### src/rtl/fetch_sequencer.sv
`default_nettype none
// ============================================================================
// Module   : fetch_sequencer
// Brief    : Fetches 16-bit instructions as two byte reads through the ARF PC
//            and hands them to the decoder over a valid/ready handshake.
// Revision : 1.0 - initial release
// ============================================================================
module fetch_sequencer #(
    parameter int ACK_TIMEOUT = 15
) (
    input  logic        Clock,
    input  logic        Reset,
    input  logic        Start,
    input  logic        PcLoad,
    input  logic [15:0] PcLoadValue,
    input  logic [15:0] ARF_OutD,
    output logic [15:0] ARF_I,
    output logic [1:0]  ARF_OutDSel,
    output logic [2:0]  ARF_RegSel,
    output logic [1:0]  ARF_FunSel,
    output logic        Mem_Req,
    output logic [15:0] Mem_Addr,
    input  logic        Mem_Ack,
    input  logic [7:0]  Mem_Data,
    output logic [15:0] IR,
    output logic        IR_Valid,
    input  logic        IR_Ready,
    output logic        Busy,
    output logic        Err
);

    typedef enum logic [2:0] {
        IDLE  = 3'd0,
        RD_LO = 3'd1,
        RD_HI = 3'd2,
        VALID = 3'd3,
        ERR   = 3'd4
    } state_t;

    localparam logic [7:0] c_ackTimeout = 8'(ACK_TIMEOUT);

    state_t      r_state;
    state_t      w_nextState;
    logic [7:0]  r_ackCnt;
    logic [7:0]  w_ackCntNext;
    logic [7:0]  w_ackCntInc;
    logic [15:0] r_ir;
    logic        w_capLo;
    logic        w_capHi;
    logic        w_memReq;
    logic [2:0]  w_regSel;
    logic [1:0]  w_funSel;
    logic [15:0] w_arfI;

    assign w_ackCntInc = r_ackCnt + 8'd1;

    always_ff @(posedge Clock) begin
        if (!Reset) begin
            r_state  <= IDLE;
            r_ackCnt <= 8'd0;
            r_ir     <= 16'h0000;
        end else begin
            r_state  <= w_nextState;
            r_ackCnt <= w_ackCntNext;
            if (w_capLo) r_ir[7:0]  <= Mem_Data;
            if (w_capHi) r_ir[15:8] <= Mem_Data;
        end
    end

    always_comb begin
        w_nextState  = r_state;
        w_ackCntNext = r_ackCnt;
        w_capLo      = 1'b0;
        w_capHi      = 1'b0;
        w_memReq     = 1'b0;
        w_regSel     = 3'b000;
        w_funSel     = 2'b00;
        w_arfI       = 16'h0000;
        case (r_state)
            IDLE: begin
                if (PcLoad) begin
                    w_arfI   = PcLoadValue;
                    w_regSel = 3'b100;
                    w_funSel = 2'b10;
                end else if (Start) begin
                    w_nextState  = RD_LO;
                    w_ackCntNext = 8'd0;
                end
            end
            RD_LO, RD_HI: begin
                w_memReq = 1'b1;
                if (Mem_Ack) begin
                    // PC advances on the same edge the byte is captured
                    w_capLo      = (r_state == RD_LO);
                    w_capHi      = (r_state == RD_HI);
                    w_regSel     = 3'b100;
                    w_funSel     = 2'b01;
                    w_ackCntNext = 8'd0;
                    w_nextState  = (r_state == RD_LO) ? RD_HI : VALID;
                end else if (w_ackCntInc == c_ackTimeout) begin
                    w_nextState = ERR;
                end else begin
                    w_ackCntNext = w_ackCntInc;
                end
            end
            VALID: begin
                if (IR_Ready) begin
                    if (Start) begin
                        w_nextState  = RD_LO;
                        w_ackCntNext = 8'd0;
                    end else begin
                        w_nextState = IDLE;
                    end
                end
            end
            ERR: begin
                w_nextState = ERR;
            end
            default: begin
                w_nextState = IDLE;
            end
        endcase
    end

    // ARF writes are suppressed while Reset is asserted so no write lands on the reset edge
    assign ARF_OutDSel = 2'b00;
    assign ARF_RegSel  = Reset ? w_regSel : 3'b000;
    assign ARF_FunSel  = Reset ? w_funSel : 2'b00;
    assign ARF_I       = Reset ? w_arfI   : 16'h0000;
    assign Mem_Req     = w_memReq;
    assign Mem_Addr    = ARF_OutD;
    assign IR          = r_ir;
    assign IR_Valid    = (r_state == VALID);
    assign Busy        = (r_state != IDLE);
    assign Err         = (r_state == ERR);

endmodule
`default_nettype wire

### config.mk
export PLATFORM = sky130hd
export DESIGN_NAME = fetch_sequencer
export DESIGN_NICKNAME = d
export VERILOG_FILES = /design/src/rtl/fetch_sequencer.sv
export SDC_FILE = /design/constraint.sdc
export NUM_CORES = 1
export LEC_CHECK = 0
export BUFFER_PORTS_ARGS = -buffer_cell sky130_fd_sc_hd__buf_2
export CORE_ASPECT_RATIO = 0.5
export CORE_MARGIN = 3
export CORE_UTILIZATION = 39
export DETAILED_ROUTE_END_ITERATION = 10
export GPL_ROUTABILITY_DRIVEN = 0
export PLACE_DENSITY = 0.77
export SLEW_MARGIN = 30
export SYNTH_ARGS = -nofsm -noshare
export SYNTH_HDL_FRONTEND = slang
export SYNTH_SLANG_ARGS = --single-unit
### constraint.sdc
create_clock -name Clock -period 1.75 [get_ports Clock]
set_input_delay 0.175 -clock Clock [delete_from_list [all_inputs] [get_ports Clock]]
set_output_delay 0.175 -clock Clock [all_outputs]
set_load 0.005 [all_outputs]
==> impl_metrics.py, run 1 <==
metrics = {
    "synthesis": {
        "synth_edf_count": 0,
        "async_reset_ff_share_pct": 0,
        "seq_area_frac_synth_pct": 31.7,
        "yosys.area.top_type": "dfxtp_1",
        "syn_area_um2": 1710,
        "ys_seq_elements": 27,
        "avgSynthCellArea_um2": 8.16,
        "ys_top_cells_by_area": "dfxtp_1 32%, buf_4 9.2%, and2_1 6.2%",
        "synthCells": 209,
        "synth.top_cell.area_share_pct": 31.7,
        "yosysWarningCount": 0,
        "yosysUniqueCellTypes": 51,
        "synth_ff_type": "dfxtp_1",
    },
    "worst_setup_path": {
        "crit_required_ns": 1.57,
        "slowest_stage": "dfxtp_4",
        "path_cells": "and4bb_2 -> o21a_1 -> or2_2 -> buf_2",
        "path_max_fanout": 10,
        "worstSetupPathType": "register to primary output",
        "cpPeakStageDelay_ns": 0.42,
        "critical_path_arrival_ns": 1.56,
        "cp-end-kind": "primary output",
        "start_kind": "register",
    },
    "die": {
        "start_util_pct": 42.2,
        "coreArea_um2": 4040,
        "io_pins": 105,
        "die_y_um": 52.8,
        "fp-row-count": 16,
        "dieArea_um2": 5250,
        "fp.dieW_um": 99.5,
    },
    "grt": {
        "grt_pass1_vias": 1503,
        "grt_use_total_pct": 15.5,
        "grt_pass1_wl_um": 6620,
        "gr-total-overflow": 0,
        "grt_start_max_net_pins": 21,
        "antenna_found_initial": 0,
    },
    "finish": {
        "fin_cells": 318,
        "fill_cells": 372,
        "final_util_pct": 51.9,
        "final_nets": 313,
        "area_growth_pct": 23.0,
        "antenna_cells": 0,
        "layout-drive-gt1-share_pct": 39.8,
    },
    "sta": {
        "clock.fmax_ghz": 0.575,
        "worst_clock_skew_ns": 0.00405,
        "tns_ns": 0,
        "timing.final.crit_share_pct": 99.3,
        "setup-violations-final": 0,
        "maxSlewViolCount": 0,
        "hold_slack_ns": 0.147,
        "fin_crit_ns": 1.74,
        "final-hold-violation-count": 0,
        "rsz0062_at_grt": "yes",
    },
    "job": {
        "max_cap_violations": 0,
    },
    "detailed_routing": {
        "postRouteWirelength_um": 4160,
        "viasPerCell": 4.96,
        "ant_nets": 0,
        "vias": 1577,
        "drc": 0,
        "drt-pass1-iter-count": 4,
        "first_iter_violations": 78,
        "wl_per_cell_um": 13.1,
    },
    "placement": {
        "portBuffers": 68,
        "place_inst": 312,
        "dp_hpwl_um": 3100,
    },
    "cts": {
        "cts.sinks": 27,
        "cts_buffers": 3,
        "cts_tree": "built",
        "h-tree-depth": 1,
        "clock_latency_ns": 0.28,
        "ctsRootBufferMaster": "clkbuf_8",
        "cts.path.max_buffers": 2,
        "clkTransAtPathRegs_ns": 0.10,
    },
    "run_status": {
        "status": "complete, no violations",
    },
    "pwr": {
        "p_leak_nw": 0.946,
        "power_mw": 1.56,
        "ir_drop_v": 0.000383,
        "p_per_area_nw_per_um2": 744,
    },
    "worst_hold_path": {
        "hp-class": "primary input to register",
    },
}
==> cells in the final DEF (no fill, tap or decap), drive strengths merged, types with 2 or more instances in the layout <==
master | synthesis | final
a211oi | 2 | 2
a21boi | 10 | 10
a21oi | 6 | 6
and2 | 18 | 18
and3 | 5 | 5
and3b | 2 | 2
buf | 26 | 79
clkbuf | 5 | 3
conb | 1 | 4
dfxtp | 27 | 27
ha | 2 | 2
inv | 4 | 4
mux2i | 8 | 8
nand2 | 26 | 26
nand2b | 2 | 2
nand3 | 4 | 4
nand3b | 3 | 3
nand4 | 3 | 3
nor2 | 12 | 12
nor2b | 9 | 9
nor3 | 3 | 3
o211ai | 3 | 3
o21a | 2 | 2
o21ai | 7 | 7
o22ai | 2 | 2
or2 | 2 | 2
or3 | 2 | 2
==> cells in the mapped netlist, types with 5 or more instances <==
cell	count
dfxtp_1	27
nand2_1	26
buf_4	21
and2_1	17
nor2_1	12
a21boi_0	10
nor2b_1	9
mux2i_1	8
a21oi_1	6
buf_2	5
o21ai_0	5
==> area by class of cell <==
cell class / count / area [um2] / area share [%]
multi-input combinational: 150 / 990 / 47.2
sequential: 27 / 554 / 26.4
timing repair buffer: 79 / 423 / 20.2
tap: 54 / 67.6 / 3.22
clock buffer: 3 / 41.3 / 1.97
inverter: 4 / 15.0 / 0.716
clock inverter: 1 / 7.51 / 0.358
==> routing by layer <==
layer	vias up	share of wire [%]	GRT usage [%]
li1	798	-	-
met2	37	52	30.1
met4	0	0.82	4.76
met3	11	4.1	3.19
met5	-	0	0
met1	731	43	17.2
==> critical path: cells and delay by family (launching register included) <==
family	cells	cell delay, ns
buf+inv	1	0.13
flops	1	0.42
compound gates	1	0.20
simple gates	2	0.54
==> per-stage QoR <==
stage	instance area, um2	worst slack (ns)
after floorplan	1720	0.0315
after global placement	1980	0.0538
after detailed placement	1980	-0.000601
after CTS	2050	0.00258
after global routing	2100	-0.0452
final	2100	0.0122
==> report_power, final <==
part	internal (mW)	leakage [nW]	switching, mW	total, mW
registers	0.654	0.221	0.0373	0.691
clock network	0.162	0.0217	0.206	0.368
logic	0.236	0.703	0.265	0.501
total	1.05	0.946	0.509	1.56
==> sequential cells by signal (all words and copies together) (netlist names) <==
name      flops
r_state       3
r_ackCnt      8
IR           16
==> final timing paths <==
path	start	to	cells after the start	slack, ns
worst min-delay path	Mem_Data[6]	IR[6]	3	0.15
worst min register to register	IR[4]	IR[4]	2	0.47
worst max register to register	r_ackCnt[1]	r_state[0]	6	0.01
worst max-delay path	r_state[0]	ARF_RegSel[2]	4	0.01
==> cells by family (layout without fill, tap and decap cells) <==
group	Yosys count	in the layout	share of synthesized area [%]
multiplexers	8	8	4.70
XOR/XNOR	2	2	1.03
other	1	4	0.220
buffers and inverters	35	87	13.3
AO/OA/AOI/OAI	40	40	17.0
flip-flops	27	27	31.7
adder cells (fa/ha/maj)	2	2	1.47
AND/OR/NAND/NOR	94	94	30.6
==> what timing repair did <==
action                     in CTS  in global routing
setup endpoints to repair      19                 22
buffers inserted                0                  2
resized for setup               8                  8
hold buffers                    0                  0
cloned                          0                  0
pin swaps                       0                  2
Power figures use the tool's default switching activity.
==> run 2: changes to the inputs <==
--- a/config.mk
+++ b/config.mk
@@ -5,13 +5,14 @@
 export SDC_FILE = /design/constraint.sdc
 export NUM_CORES = 1
 export LEC_CHECK = 0
+export ABC_AREA = 1
 export BUFFER_PORTS_ARGS = -buffer_cell sky130_fd_sc_hd__buf_2
 export CORE_ASPECT_RATIO = 0.5
 export CORE_MARGIN = 3
-export CORE_UTILIZATION = 39
+export CORE_UTILIZATION = 40
 export DETAILED_ROUTE_END_ITERATION = 10
 export GPL_ROUTABILITY_DRIVEN = 0
-export PLACE_DENSITY = 0.77
+export PLACE_DENSITY_LB_ADDON = 0.15
 export SLEW_MARGIN = 30
 export SYNTH_ARGS = -nofsm -noshare
 export SYNTH_HDL_FRONTEND = slang
==> constraint.sdc (replaced) <==
create_clock -name Clock -period 1.95 [get_ports Clock]
set_input_delay 0.195 -clock Clock [delete_from_list [all_inputs] [get_ports Clock]]
set_output_delay 0.195 -clock Clock [all_outputs]
set_load 0.005 [all_outputs]
==> impl_metrics.py, run 2 <==
metrics = {
    "die": {
        "die_y_um": 51.0,
        "dieArea_um2": 4890,
        "fp-row-count": 15,
        "coreArea_um2": 3660,
        "io_pins": 105,
        "start_util_pct": 44.2,
        "fp.dieW_um": 96.0,
    },
    "grt": {
        "grt_pass1_vias": 1512,
        "antenna_found_initial": 0,
        "gr-total-overflow": 0,
        "grt_use_total_pct": 16.7,
        "grt_pass1_wl_um": 6470,
        "grt_start_max_net_pins": 21,
    },
    "finish": {
        "fill_cells": 384,
        "largest_reg_flops": 16,
        "final-seq-area_um2": 541,
        "final_nets": 346,
        "final_cell_mix": "68 x buf_2, 60 x nor2_1, 27 x dfxtp_1, 27 x inv_1, 24 x nand2_1",
        "finalInstanceArea_um2": 1940,
        "multi_input_area_um2": 798,
        "final_util_pct": 53.0,
        "antenna_cells": 0,
        "area_growth_pct": 19.8,
        "layout-drive-gt1-share_pct": 33.3,
        "final_common_cell": "buf_2",
    },
    "run_status": {
        "status": "complete, no violations",
    },
    "worst_setup_path": {
        "crit_required_ns": 1.75,
        "start_kind": "register",
        "worst_path_dominant_cell_family": "simple AND/OR/NAND/NOR gates",
        "slowest_stage": "dfxtp_1",
        "cp-end-kind": "primary output",
        "path_cells": "nor2_2 -> inv_2 -> nor2_2 -> nand2_1 -> nor2_2 -> inv_2 -> nor2_1 -> buf_2",
        "critPathBufInv": 3,
        "cp_common_cell": "nor2_2",
        "worstSetupPathType": "register to primary output",
        "path_max_fanout": 16,
        "critical_path_arrival_ns": 1.60,
        "crit_path_start": "r_state[1]",
        "rr_startpoint": "r_ackCnt[1]",
        "cpPeakStageDelay_ns": 0.37,
    },
    "placement": {
        "dp_hpwl_um": 3260,
        "post-place-ws_ns": 0.283,
        "portBuffers": 68,
        "dpl_cell_area_um2": 1890,
    },
    "pwr": {
        "ir_drop_v": 0.000513,
        "p_per_area_nw_per_um2": 988,
        "p_leak_nw": 1.05,
    },
    "synthesis": {
        "yosys.area.top_type": "dfxtp_1",
        "async_reset_ff_share_pct": 0,
        "synthCells": 243,
        "synth.most_common_cell": "nor2_1",
        "ys_top_cells_by_area": "dfxtp_1 33%, nor2_1 14%, buf_4 9.3%",
        "ys_seq_elements": 27,
        "synth_ff_type": "dfxtp_1",
        "yosysWarningCount": 0,
        "seq_area_frac_synth_pct": 33.4,
        "syn_area_um2": 1620,
        "yosysUniqueCellTypes": 26,
        "synth_edf_count": 0,
        "synth.top_cells.by_count": "61 x nor2_1, 27 x dfxtp_1, 27 x inv_1",
        "avgSynthCellArea_um2": 6.66,
        "synth.top_cell.area_share_pct": 33.4,
    },
    "sta": {
        "timing.final.crit_share_pct": 91.9,
        "hold_slack_ns": 0.154,
        "setup-violations-final": 0,
        "clock.fmax_ghz": 0.558,
        "fin_crit_ns": 1.79,
        "final-hold-violation-count": 0,
        "maxSlewViolCount": 0,
        "rsz0062_at_grt": "no",
        "worst_clock_skew_ns": 0.00954,
        "fin_ws_ns": 0.157,
        "tns_ns": 0,
    },
    "detailed_routing": {
        "postRouteWirelength_um": 4020,
        "first_iter_violations": 58,
        "drc": 0,
        "viasPerCell": 4.64,
        "drt-pass1-iter-count": 4,
        "ant_nets": 0,
        "wl_per_cell_um": 11.6,
        "vias": 1615,
    },
    "cts": {
        "cts.path.max_buffers": 2,
        "clkTransAtPathRegs_ns": 0.10,
        "cts_tree": "built",
        "cts.hold.buffers_added": 0,
        "cts_buffers": 3,
        "cts.sinks": 27,
        "clock_latency_ns": 0.28,
        "post-cts-setup-buffers": 0,
        "h-tree-depth": 1,
        "ctsRootBufferMaster": "clkbuf_8",
    },
    "job": {
        "max_cap_violations": 0,
    },
    "worst_hold_path": {
        "holdCritStartpoint": "Mem_Data[6]",
        "hp-class": "primary input to register",
    },
}
run 2: cell count changes in the layout (fill, tap and decap cells not counted), sizes merged, moves of 10 or more:
cell,delta
and2,-18
o21ai,+12
nor2,+57
a21boi,-10
inv,+31
nand3,+13
run 2: worst register-to-register path: cells and delay by family, from the launching register on:
family	cells	cell delay, ns
DFF	1	0.40
AOI/OAI and AO/OA	1	0.14
adders and majority gates	1	0.25
and+or+nand+nor	8	0.80
run 2: final timing paths:
| check | slack, ns | end | depth (start not counted) |
|---|---|---|---|
| setup / recovery | 0.16 | ARF_I[4] | 8 |
| hold / removal | 0.15 | IR[14] | 3 |
| setup reg to reg | 0.26 | r_state[1] | 10 |
| hold reg to reg | 0.49 | r_ackCnt[7] | 2 |
run 2: kinds of logic (layout without fill, tap and decap cells):
| logic type | Yosys count | in the layout | synth area share (%) |
|---|---|---|---|
| AND/OR/NAND/NOR | 121 | 121 | 35.2 |
| buffers and inverters | 58 | 109 | 18.2 |
| AO/OA/AOI/OAI | 34 | 34 | 11.5 |
| flip-flops | 27 | 27 | 33.4 |
| adder cells (fa/ha/maj) | 2 | 2 | 1.55 |
| other | 1 | 4 | 0.232 |
run 2: timing repair:
| item | CTS | global route |
|---|---|---|
| endpoints found under the hold margin | 0 | 0 |
| endpoints found under the setup margin | 0 | 14 |
| gates resized for setup | 0 | 1 |
run 2: power breakdown:
group	leakage, nW	switching [mW]	internal, mW
Sequential	0.220	0.0706	0.658
Clock	0.0261	0.182	0.150
Combinational	0.803	0.535	0.322
Total	1.05	0.787	1.13
run 2: final cells by class:
class,instances,area share [%]
timing repair buffer,70,18.3
inverter,35,6.77
multi-input combinational,161,41.2
tap,51,3.29
sequential,27,27.9
clock buffer,3,2.13
clock inverter,1,0.452
run 2: layer usage:
metal / track usage, % / part of all wire (%) / vias to the layer above
li1: - / - / 846
met5: 0 / 0 / -
met2: 29.3 / 46 / 60
met1: 19.3 / 43 / 699
met3: 5.29 / 9.4 / 10
met4: 5.66 / 1.1 / 0
run 2: metrics by stage:
step / total power [mW] / instances
after floorplan: 1.31 / 246
after global placement: 1.58 / 344
after detailed placement: 1.59 / 344
after CTS: 1.94 / 348
after global routing: 2.10 / 348
final: 1.92 / 348
==> run 3: changes to the inputs <==
--- a/config.mk
+++ b/config.mk
@@ -12,7 +12,7 @@
 export CORE_UTILIZATION = 40
 export DETAILED_ROUTE_END_ITERATION = 10
 export GPL_ROUTABILITY_DRIVEN = 0
-export PLACE_DENSITY_LB_ADDON = 0.15
+export PLACE_DENSITY_LB_ADDON = 0.08
 export SLEW_MARGIN = 30
 export SYNTH_ARGS = -nofsm -noshare
 export SYNTH_HDL_FRONTEND = slang
==> impl_metrics.py, run 3 (synthesis gave the netlist of run 2 again) <==
metrics = {
    "finish": {
        "antenna_cells": 0,
        "final_cell_mix": "68 x buf_2, 60 x nor2_1, 27 x dfxtp_1, 27 x inv_1, 24 x nand2_1",
        "fill_cells": 407,
        "finalInstanceArea_um2": 1940,
        "multi_input_area_um2": 798,
        "largest_reg_flops": 16,
        "final_common_cell": "buf_2",
        "area_growth_pct": 19.8,
        "final-seq-area_um2": 541,
        "final_nets": 346,
        "layout-drive-gt1-share_pct": 33.3,
    },
    "cts": {
        "cts.path.max_buffers": 2,
        "ctsRootBufferMaster": "clkbuf_8",
        "cts_buffers": 3,
        "clkTransAtPathRegs_ns": 0.10,
        "h-tree-depth": 1,
        "cts.hold.buffers_added": 0,
        "cts.sinks": 27,
        "cts_tree": "built",
        "clock_latency_ns": 0.28,
    },
    "worst_setup_path": {
        "path_max_fanout": 16,
        "critical_path_arrival_ns": 1.56,
        "rr_startpoint": "r_ackCnt[1]",
        "crit_required_ns": 1.75,
        "crit_path_start": "r_state[1]",
        "worstSetupPathType": "register to primary output",
        "start_kind": "register",
        "reg2reg_depth": 10,
        "r2r_slack_ns": 0.26,
        "r2r-end": "r_state[0]",
        "cp-end-kind": "primary output",
    },
    "pwr": {
        "ir_drop_v": 0.000505,
        "p_per_area_nw_per_um2": 989,
        "p_leak_nw": 1.05,
        "power_mw": 1.92,
    },
    "sta": {
        "clock.fmax_ghz": 0.569,
        "setup-violations-final": 0,
        "rsz0062_at_grt": "no",
        "timing.final.crit_share_pct": 90.1,
        "fin_crit_ns": 1.76,
        "tns_ns": 0,
        "worst_clock_skew_ns": 0.00972,
        "maxSlewViolCount": 0,
        "hold_slack_ns": 0.155,
        "final-hold-violation-count": 0,
    },
    "detailed_routing": {
        "ant_nets": 0,
        "viasPerCell": 4.61,
        "wl_per_cell_um": 12.0,
        "drc": 0,
        "drt-pass1-iter-count": 4,
        "vias": 1606,
        "postRouteWirelength_um": 4180,
        "first_iter_violations": 36,
    },
    "worst_hold_path": {
        "whs_path_depth": 3,
        "holdCritStartpoint": "Mem_Data[6]",
        "hp-class": "primary input to register",
        "holdPathEnd": "IR[6]",
    },
    "grt": {
        "grt_pass1_wl_um": 6330,
        "gr-total-overflow": 0,
        "grt_start_max_net_pins": 21,
        "antenna_found_initial": 0,
        "grt_use_total_pct": 16.6,
        "grt_pass1_vias": 1460,
    },
    "die": {
        "io_pins": 105,
        "die_y_um": 51.0,
        "dieArea_um2": 4890,
        "fp-row-count": 15,
        "coreArea_um2": 3660,
        "start_util_pct": 44.2,
        "fp.dieW_um": 96.0,
    },
    "run_status": {
        "status": "complete, no violations",
    },
    "placement": {
        "dpl_cell_area_um2": 1890,
        "portBuffers": 68,
        "dp_hpwl_um": 3460,
    },
    "job": {
        "max_cap_violations": 0,
    },
}
[run 3: cell counts in the layout (fill, tap and decap cells not counted)]
Identical to the previous run, type by type.
[run 3: metal layers]
| metal | GRT usage, % | routed length, um |
|---|---|---|
| met5 | 0 | 0 |
| met1 | 18.4 | 1710 |
| met4 | 3.54 | 19 |
| met3 | 6.03 | 476 |
| met2 | 30.5 | 1970 |
[run 3: what timing repair did]
action | in CTS | in global routing
setup endpoints to repair | 0 | 8
hold endpoints to repair | 0 | 0
resized for setup | 0 | 1
buffers inserted | 0 | 0
[run 3: worst max-delay path, cell delays in order (launching register included)]
cell	delay, ns
dfxtp_1	0.37
nor2_2	0.15
inv_2	0.05
nor2_2	0.12
nand2_1	0.11
nor2_2	0.13
inv_2	0.13
nor2_1	0.11
buf_2	0.12
[run 3: report_power, final]
part           leakage, nW  total (mW)  internal, mW  switching, mW
sequential           0.220       0.727         0.658         0.0689
combinational        0.803       0.856         0.323          0.533
clock               0.0261       0.335         0.150          0.185
[run 3: layout make-up]
| class | instances | share of cell area [%] |
|---|---|---|
| clock buffers | 3 | 2.13 |
| clock inverters | 1 | 0.452 |
| inverters | 35 | 6.77 |
| multi-input cells | 161 | 41.2 |
| flip-flops and latches | 27 | 27.9 |
| well taps | 51 | 3.29 |
| repair buffers | 70 | 18.3 |
[run 3: through the flow]
stage,utilization [%],setup slack (ns),std cells
3_3_place_gp,51.6,0.358,344
3_5_place_dp,51.6,0.295,344
4_1_cts,52.9,0.151,348
6_report,53.0,0.192,348
2_1_floorplan,-,0.442,246
5_1_grt,53.0,0.00195,348
[run 3: worst max-delay path by stage]
stage / slack (ns) / end
global route: 0.002 / ARF_I[1]
global placement: 0.36 / r_state[0]
finish: 0.19 / ARF_I[15]
detailed placement: 0.30 / r_state[0]
CTS: 0.15 / ARF_I[15]
floorplan: 0.44 / r_state[0]
